**config.mk**
```make
export PLATFORM = sky130hd
export DESIGN_NAME = tnew_scoreboard
export DESIGN_NICKNAME = d
export VERILOG_FILES = /design/src/rtl/hazard_pkg.sv /design/src/rtl/md_busy_counter.sv /design/src/rtl/tnew_scoreboard.sv
export SDC_FILE = /design/constraint.sdc
export NUM_CORES = 1
export LEC_CHECK = 0
export ABC_AREA = 1
export CAP_MARGIN = 40
export CELL_PAD_IN_SITES_DETAIL_PLACEMENT = 0
export CELL_PAD_IN_SITES_GLOBAL_PLACEMENT = 1
export CORE_UTILIZATION = 45
export CTS_CLUSTER_DIAMETER = 80
export DETAILED_ROUTE_END_ITERATION = 16
export DONT_BUFFER_PORTS = 1
export GPL_TIMING_DRIVEN = 0
export PLACE_DENSITY_LB_ADDON = 0.12
export SYNTH_ARGS = -nofsm -noshare
export SYNTH_HDL_FRONTEND = slang
export SYNTH_SLANG_ARGS = --single-unit
```
**constraint.sdc**
```tcl
create_clock -name clk -period 2.75 [get_ports clk]
set_input_delay 0.275 -clock clk [delete_from_list [all_inputs] [get_ports clk]]
set_output_delay 0.275 -clock clk [all_outputs]
set_load 0.02 [all_outputs]
```
**src/rtl/hazard_pkg.sv**
```systemverilog
// Shared definitions for the D-stage hazard scoreboard: forward-select
// encoding, stage indices, the in-flight producer record and its ageing rule.
package hazard_pkg;

  localparam int DEF_REG_AW = 5;
  localparam int DEF_TNEW_W = 2;

  // Forward select 0 means "use the register file value".
  localparam int FWD_RF = 0;

  // Stage indices inside the scoreboard (0 is the stage right after D).
  localparam int STG_E = 0;
  localparam int STG_M = 1;
  localparam int STG_W = 2;

  // One in-flight producer: does it write a register, which one, and how
  // many cycles remain until its result exists.
  typedef struct packed {
    logic                  valid;
    logic [DEF_REG_AW-1:0] dst;
    logic [DEF_TNEW_W-1:0] tnew;
  } stage_rec_t;

  // A producer moves one stage closer to its result each cycle; never below 0.
  function automatic logic [DEF_TNEW_W-1:0] tnew_age(input logic [DEF_TNEW_W-1:0] t);
    return (t == '0) ? t : t - DEF_TNEW_W'(1);
  endfunction

endpackage

```
**src/rtl/md_busy_counter.sv**
```systemverilog
// HI/LO busy tracker: reloads with the mult/div latency when a mult/div
// enters E, then counts down to zero; busy while the count is non-zero.
module md_busy_counter #(
  parameter int MD_LAT = 5,
  parameter int CNT_W  = 3
) (
  input  logic clk,
  input  logic reset,
  input  logic load,
  output logic busy
);

  logic [CNT_W-1:0] count_reg;

  // Load on an accepted mult/div, otherwise decay towards zero.
  always_ff @(posedge clk or negedge reset) begin
    if (!reset) begin
      count_reg <= '0;
    end else if (load) begin
      count_reg <= CNT_W'(MD_LAT);
    end else if (count_reg != '0) begin
      count_reg <= count_reg - CNT_W'(1);
    end
  end

  assign busy = (count_reg != '0);

endmodule

```
**src/rtl/tnew_scoreboard.sv**
```systemverilog
// Tnew/Tuse hazard scoreboard beside the D stage. Keeps an aged record of
// every in-flight producer after D, raises stall when a D source is needed
// before its producer has the value, selects the forwarding stage, and
// stalls HI/LO users while a mult/div is busy.
// Optional build macro TNEW_SCOREBOARD_STATS_EN enables the 32-bit
// saturating stall_count; without it stall_count is constant zero.
module tnew_scoreboard
  import hazard_pkg::*;
#(
  parameter int NUM_STAGES = 3,
  parameter int REG_AW     = DEF_REG_AW,
  parameter int TNEW_W     = DEF_TNEW_W,
  parameter int MD_LAT     = 5,
  parameter int MD_CNT_W   = 3,
  parameter int FWD_W      = $clog2(NUM_STAGES + 1)
) (
  input  logic              clk,
  input  logic              reset,
  input  logic              d_valid,
  input  logic [REG_AW-1:0] d_rs,
  input  logic [REG_AW-1:0] d_rt,
  input  logic [TNEW_W-1:0] d_tuse_rs,
  input  logic [TNEW_W-1:0] d_tuse_rt,
  input  logic [REG_AW-1:0] d_dst,
  input  logic [TNEW_W-1:0] d_tnew,
  input  logic              d_md_start,
  input  logic              d_md_use,
  output logic              stall,
  output logic [FWD_W-1:0]  fwd_sel_rs,
  output logic [FWD_W-1:0]  fwd_sel_rt,
  output logic              md_busy,
  output logic [31:0]       stall_count
);

  // Records are sized by the package defaults; REG_AW/TNEW_W must match them.
  stage_rec_t stage_reg [NUM_STAGES];

  logic [NUM_STAGES-1:0] hit_rs;
  logic [NUM_STAGES-1:0] hit_rt;

  logic              rs_hit;
  logic [FWD_W-1:0]  rs_sel;
  logic [TNEW_W-1:0] rs_tnew;
  logic              rt_hit;
  logic [FWD_W-1:0]  rt_sel;
  logic [TNEW_W-1:0] rt_tnew;

  logic data_stall;
  logic md_stall;
  logic md_load;

  // Per-stage match: a live record writing a non-zero register equal to the source.
  generate
    for (genvar gi = 0; gi < NUM_STAGES; gi++) begin : g_match
      assign hit_rs[gi] = stage_reg[gi].valid && (stage_reg[gi].dst != '0) &&
                          (stage_reg[gi].dst == d_rs);
      assign hit_rt[gi] = stage_reg[gi].valid && (stage_reg[gi].dst != '0) &&
                          (stage_reg[gi].dst == d_rt);
    end
  endgenerate

  // Youngest match wins: scan oldest to youngest so the lowest index lands last.
  always_comb begin
    rs_hit  = 1'b0;
    rs_sel  = FWD_W'(FWD_RF);
    rs_tnew = '0;
    rt_hit  = 1'b0;
    rt_sel  = FWD_W'(FWD_RF);
    rt_tnew = '0;
    for (int k = NUM_STAGES - 1; k >= 0; k--) begin
      if (hit_rs[k]) begin
        rs_hit  = 1'b1;
        rs_sel  = FWD_W'(k + 1);
        rs_tnew = stage_reg[k].tnew;
      end
      if (hit_rt[k]) begin
        rt_hit  = 1'b1;
        rt_sel  = FWD_W'(k + 1);
        rt_tnew = stage_reg[k].tnew;
      end
    end
  end

  assign data_stall = d_valid && ((rs_hit && (rs_tnew > d_tuse_rs)) ||
                                  (rt_hit && (rt_tnew > d_tuse_rt)));
  assign md_stall   = d_valid && d_md_use && md_busy;
  assign stall      = data_stall || md_stall;

  // Forward only once the youngest producer's value exists.
  assign fwd_sel_rs = (d_valid && rs_hit && (rs_tnew == '0)) ? rs_sel : FWD_W'(FWD_RF);
  assign fwd_sel_rt = (d_valid && rt_hit && (rt_tnew == '0)) ? rt_sel : FWD_W'(FWD_RF);

  // Shift the pipe: D enters E (bubble on stall), older records age and move on.
  always_ff @(posedge clk or negedge reset) begin
    if (!reset) begin
      for (int i = 0; i < NUM_STAGES; i++) begin
        stage_reg[i] <= '0;
      end
    end else begin
      stage_reg[STG_E] <= {d_valid & ~stall, d_dst, d_tnew};
      for (int i = 1; i < NUM_STAGES; i++) begin
        stage_reg[i] <= {stage_reg[i-1].valid, stage_reg[i-1].dst,
                         tnew_age(stage_reg[i-1].tnew)};
      end
    end
  end

  assign md_load = d_valid && d_md_start && !stall;

  md_busy_counter #(
    .MD_LAT (MD_LAT),
    .CNT_W  (MD_CNT_W)
  ) u_md_busy (
    .clk   (clk),
    .reset (reset),
    .load  (md_load),
    .busy  (md_busy)
  );

`ifdef TNEW_SCOREBOARD_STATS_EN
  logic [31:0] stall_count_reg;

  // Count stalled cycles, holding at the maximum instead of wrapping.
  always_ff @(posedge clk or negedge reset) begin
    if (!reset) begin
      stall_count_reg <= '0;
    end else if (stall && (stall_count_reg != 32'hFFFF_FFFF)) begin
      stall_count_reg <= stall_count_reg + 32'd1;
    end
  end

  assign stall_count = stall_count_reg;
`else
  assign stall_count = 32'd0;
`endif

endmodule

```
Word level (Yosys, flattened, before mapping)
Index checks and enable logic that the tools add are counted.

word-level totals
  word-level logic and storage cells = 79
  input bits = 26
  flip-flop bits (word level) = 27
  output and inout bits = 38

operators by class
  add/sub/neg operators = 3
  reductions and logical operators = 32
  eq/ne operators = 6
  magnitude comparators = 2
  bitwise gates (word level) = 2
  multiplexer cells = 24

operators by type and width
  operator               count
  $mux W2                16
  $eq A5 B5 Y1           6
  $logic_and A1 B1 Y1    20
  $reduce_bool A5 Y1     3
  $logic_not A2 Y1       4
  $mux W1                6
  $mux W3                2
  $gt A2 B2 Y1           2
  $sub A2 B1 Y2 const B  2
  $reduce_bool A3 Y1     1
  $sub A3 B1 Y3 const B  1
  $logic_or A1 B1 Y1     2
  $reduce_bool A2 Y1     1
  $and A1 B1 Y1          1
  $logic_not A1 Y1       1
  $not A1 Y1             1

Longest topological paths before layout
Gate-level depths: netlist (run 1).

  depth in word-level cells = 14
  mapped depth = 19
  gate-level depth less buffers = 19

By module
From an unflattened synthesis (run 1), not the netlist that was laid out.

second synthesis, totals
  cells, all modules = 269
  area, all modules = 1,994.4 um2

by module, submodules not included
  module           area each (um2)  sequential area each (um2)  instances  cells an instance
  tnew_scoreboard  1,821.7          600.6                       1          247
  md_busy_counter  172.7            75.1                        1          22

Worst setup path after synthesis (run 1)
No wires, ideal clock.

  path kind = reg2out
  from = register stage_reg[10] (netlist name)
  to = output port stall
  stages on the path, launching flop included = 18
  data required time = 2.475 ns
  data arrival time = 1.920 ns
  setup slack = 0.555 ns
  path buffers = 0
  path through = dfrtp_1 inv_1 nand2_1 nand2_1 nand2_1 nor2_2 nand3_2 nand3_1 nand3_1 nand2_2 inv_1 ha_1 a21oi_1 a21oi_1 nand2_1 nand3_2 nand2_2 inv_1

between the ends
  word-level cells in the longest chain between the ends = 10
  elaborated cells on any way between the ends = 21
  classes of those cells = order compare: 2; eq/ne: 2; mux: 8; reduce/logical: 9

RTL lines
  what                                             RTL line                                      RTL
  start, declared                                  tnew_scoreboard.sv:36                         stage_rec_t stage_reg [NUM_STAGES];
  start signal, assigned by index                  tnew_scoreboard.sv:100                        stage_reg[STG_E] <= {d_valid & ~stall, d_dst, d_tnew};
  start signal, assigned by index                  tnew_scoreboard.sv:102                        stage_reg[i] <= {stage_reg[i-1].valid, stage_reg[i-1].dst,
  $reduce_bool A5 Y1                               tnew_scoreboard.sv:55, tnew_scoreboard.sv:57
  $logic_and A1 B1 Y1                              tnew_scoreboard.sv:55, tnew_scoreboard.sv:57
  $logic_and A1 B1 Y1, on equally long branches    tnew_scoreboard.sv:55, tnew_scoreboard.sv:57
  $mux W2, on equally long branches (2 in series)  tnew_scoreboard.sv:71, tnew_scoreboard.sv:76
  $gt A2 B2 Y1, on equally long branches           tnew_scoreboard.sv:84, tnew_scoreboard.sv:85
  $logic_and A1 B1 Y1, on equally long branches    tnew_scoreboard.sv:84, tnew_scoreboard.sv:85
  $logic_or A1 B1 Y1 *                             tnew_scoreboard.sv:84                         assign data_stall = d_valid && ((rs_hit && (rs_tnew > d_tuse_rs)) ||
  $logic_and A1 B1 Y1 *                            tnew_scoreboard.sv:84
  $logic_or A1 B1 Y1 *                             tnew_scoreboard.sv:87                         assign stall = data_stall || md_stall;
  end, declared                                    tnew_scoreboard.sv:28                         output logic stall,

Every way passes the cells marked *; elsewhere a longest branch is shown, timed or not.

Worst setup path in the final report (run 1)
Ends and elaborated chain as after synthesis.

==> results of run 1 <==
## kinds of logic (layout without fill, tap and decap cells)
logic type | count (synthesis) | in the layout | synth area share (%)
and+or+nand+nor | 110 | 110 | 27.7
buffers and inverters | 70 | 79 | 19.9
DFF | 27 | 27 | 35.1
xor gates and xnor gates | 24 | 24 | 10.9
AOI/OAI and AO/OA | 8 | 8 | 2.27
adders and majority gates | 6 | 6 | 3.90
other | 1 | 32 | 0.195
## synthesized netlist by cell type
cell | n | area share (%)
dfrtp_1 | 27 | 35
clkinv_1 | 2 | 0.39
nor2_1 | 19 | 3.7
conb_1 | 1 | 0.19
nand3b_4 | 1 | 1.0
a21oi_1 | 6 | 1.6
o21ai_0 | 1 | 0.26
xor2_1 | 20 | 9.1
nand2_1 | 56 | 11
a21oi_2 | 1 | 0.45
nand2_2 | 4 | 1.3
nand3b_1 | 1 | 0.39
inv_2 | 4 | 0.78
xnor2_1 | 4 | 1.8
buf_4 | 32 | 12
nand3_1 | 12 | 3.1
ha_1 | 6 | 3.9
nand3_4 | 1 | 0.91
inv_1 | 32 | 6.2
nand3_2 | 6 | 3.1
nand4_1 | 4 | 1.3
nor2_2 | 6 | 1.9
## final cells by class
type                    instances  area (sq um)  area share, %
plain buffers                  32           240           10.5
clock buffers                   3          41.3           1.80
clock inverters                 1          5.00          0.218
inverters                      38           145           6.34
multi-input cells             180          1070           46.5
flip-flops and latches         27           678           29.6
well taps                      50          62.6           2.73
repair buffers                  5          52.6           2.29
## what timing repair did
action                                 in CTS  in global routing
setup buffers                               0                  3
endpoints found under the hold margin      27                  0
gates resized for setup                     1                 25
pin swaps                                   0                 10
hold buffers                                2                  0
setup endpoints to repair                   1                  1
cloned                                      0                  0
## per-layer routing
metal | GRT usage (%) | vias up
met4 | 4.26 | 0
met2 | 26.3 | 47
met3 | 2.53 | 5
met5 | 0 | -
met1 | 22.5 | 578
li1 | - | 761
## stage by stage
step | utilization (%) | std cells | setup TNS (ns) | instance area (sq um)
after floorplan | - | 277 | 0 | 2040
after global placement | 51.9 | 327 | 0 | 2100
after detailed placement | 51.9 | 327 | 0 | 2100
after CTS | 53.7 | 333 | 0 | 2180
after global routing | 56.5 | 336 | -0.0257 | 2290
final | 56.5 | 336 | 0 | 2290
## power by group
part	internal [mW]	leakage (nW)	total, mW	switching, mW
combinational	0.127	0.962	0.323	0.195
sequential	0.442	0.322	0.476	0.0338
clock	0.101	0.0255	0.222	0.121
## worst paths after layout
path / cells after the start / startpoint / slack (ns) / end
max in group asynchronous: 2 / reset / 2.16 / stage_reg[10]$_DFF_PN0_
min in group asynchronous: 2 / reset / 0.43 / stage_reg[22]$_DFF_PN0_
max: 15 / stage_reg[10]$_DFF_PN0_ / 0.19 / stall
min reg2reg: 0 / stage_reg[23]$_DFF_PN0_ / 0.38 / stage_reg[15]$_DFF_PN0_
min: 0 / d_dst[3] / 0.02 / stage_reg[21]$_DFF_PN0_
max reg2reg: 18 / stage_reg[10]$_DFF_PN0_ / 0.58 / u_md_busy.count_reg[0]$_DFFE_PN0P_
## worst max-delay path: cells and delay by family (launching register included)
family	cells	cell delay [ns]
simple gates	9	0.81
flops	1	0.47
fa+ha+maj	1	0.29
compound gates	2	0.18
xor+xnor	1	0.17
buf+inv	2	0.09
==> metrics.txt, run 1 <==
drt first-iter violations=35; WP data required=2.48 ns; sequential fraction of the synthesis area=35.1%; initial antenna violation count=0; core area=between 0.004 and 0.005 sq mm; port bufs=0; Yosys cell types=22; DRT met1 WL=1610 microns; RD Place Congestion=0.813; vias in the first global route=about 1,300; largest net degree at the start of global routing=28; syn avg cell area=between 7 and 8 sq um; critical path peak fanout=5; Clock transition at path regs=0.09 ns; slowest cell on the critical path=dfrtp_2; P per Cell Area=about 450 mW/mm^2; Clock Root Buffer=clkbuf_8; row count=23; Area growth syn-to-layout=19.0%; fin nets=about 320; Filler cells=a little over 400; Setup crit end kind=output pin; commonest non-fill, non-tap cell in the layout=nand2_1; routed vias=approximately 1,400; Power Total=between 1 and 1.5 mW; Routed Antenna Nets=0; Peak VDD IR=0.414 mV; post-DP HPWL=roughly 2800 microns; starting density of the core=47.5%; LEAKAGE=~1.3 nW; Startpoint Class=flop; clk buf depth=2; Die Span X=67.4 microns; Total Wirelength=roughly 3400 microns; post-route minimum period=2.56 ns; DR pass1 iterations=4; Cells after Synth=246; CTS tree=yes; Skew-Pair Late Insertion Delay=0.27 ns; warnings from Yosys=0; Setup WS pre-CTS=0.292 ns; layout cells sized above 1=29.0%; post-DR vias/cell=4.14; post-synthesis register bit count=27; Die Y=67.4 microns; first-pass GRT wire length=~5500 microns; I/O Pins=between 60 and 70; Slew Limit Fails=0; final setup margin=between 0.15 and 0.2 ns; Fmax=390 MHz; met3 WL=between 200 and 250 microns; Worst Hold Slack=0.0222 ns; crit path kind=reg -> out; final hold viol count=0; DRC viols=0; CTS Buf Count=3; DIE AREA=0.00454 sq mm; slowest stage delay, CP=between 0.4 and 0.5 ns; grt ovf=0; max layer used=met4; clock tree sinks=27; drt wl/cell=10.0 microns; CP Cell Sequence=xnor2_2, nand2_2, nor2_4, nand3_2, nand3_1, nand2_1, nand2_1, inv_1, ha_1, a21oi_2, a21oi_1, nand2_1, nand3_2, nand2_4, inv_4; ANT cells=0; H-tree level count=1; Max Clock Skew=0.00178 ns; most frequent cells in the layout=nand2_1 (54), buf_4 (35), conb_1 (32); mapped cell area=0.00193 sq mm; hold crit path type=in -> reg; total track usage=16.2%; Tcrit/Tclk final=93.2%; max_cap viols=0; routed length on met2=around 1500 microns; status=finished clean; max reg flops=24; final setup fails=0; crit path DAT=2.29 ns; CP most frequent cell=nand2_1
No activity file was read; power rests on OpenSTA's default activity.
==> inputs of run 2 (changes only) <==
--- a/config.mk
+++ b/config.mk
@@ -6,7 +6,7 @@
 export NUM_CORES = 1
 export LEC_CHECK = 0
 export ABC_AREA = 1
-export CAP_MARGIN = 40
+export CAP_MARGIN = 20
 export CELL_PAD_IN_SITES_DETAIL_PLACEMENT = 0
 export CELL_PAD_IN_SITES_GLOBAL_PLACEMENT = 1
 export CORE_UTILIZATION = 45
==> results of run 2 <==
Final layout, timing and power as in run 1 (identical DEF).
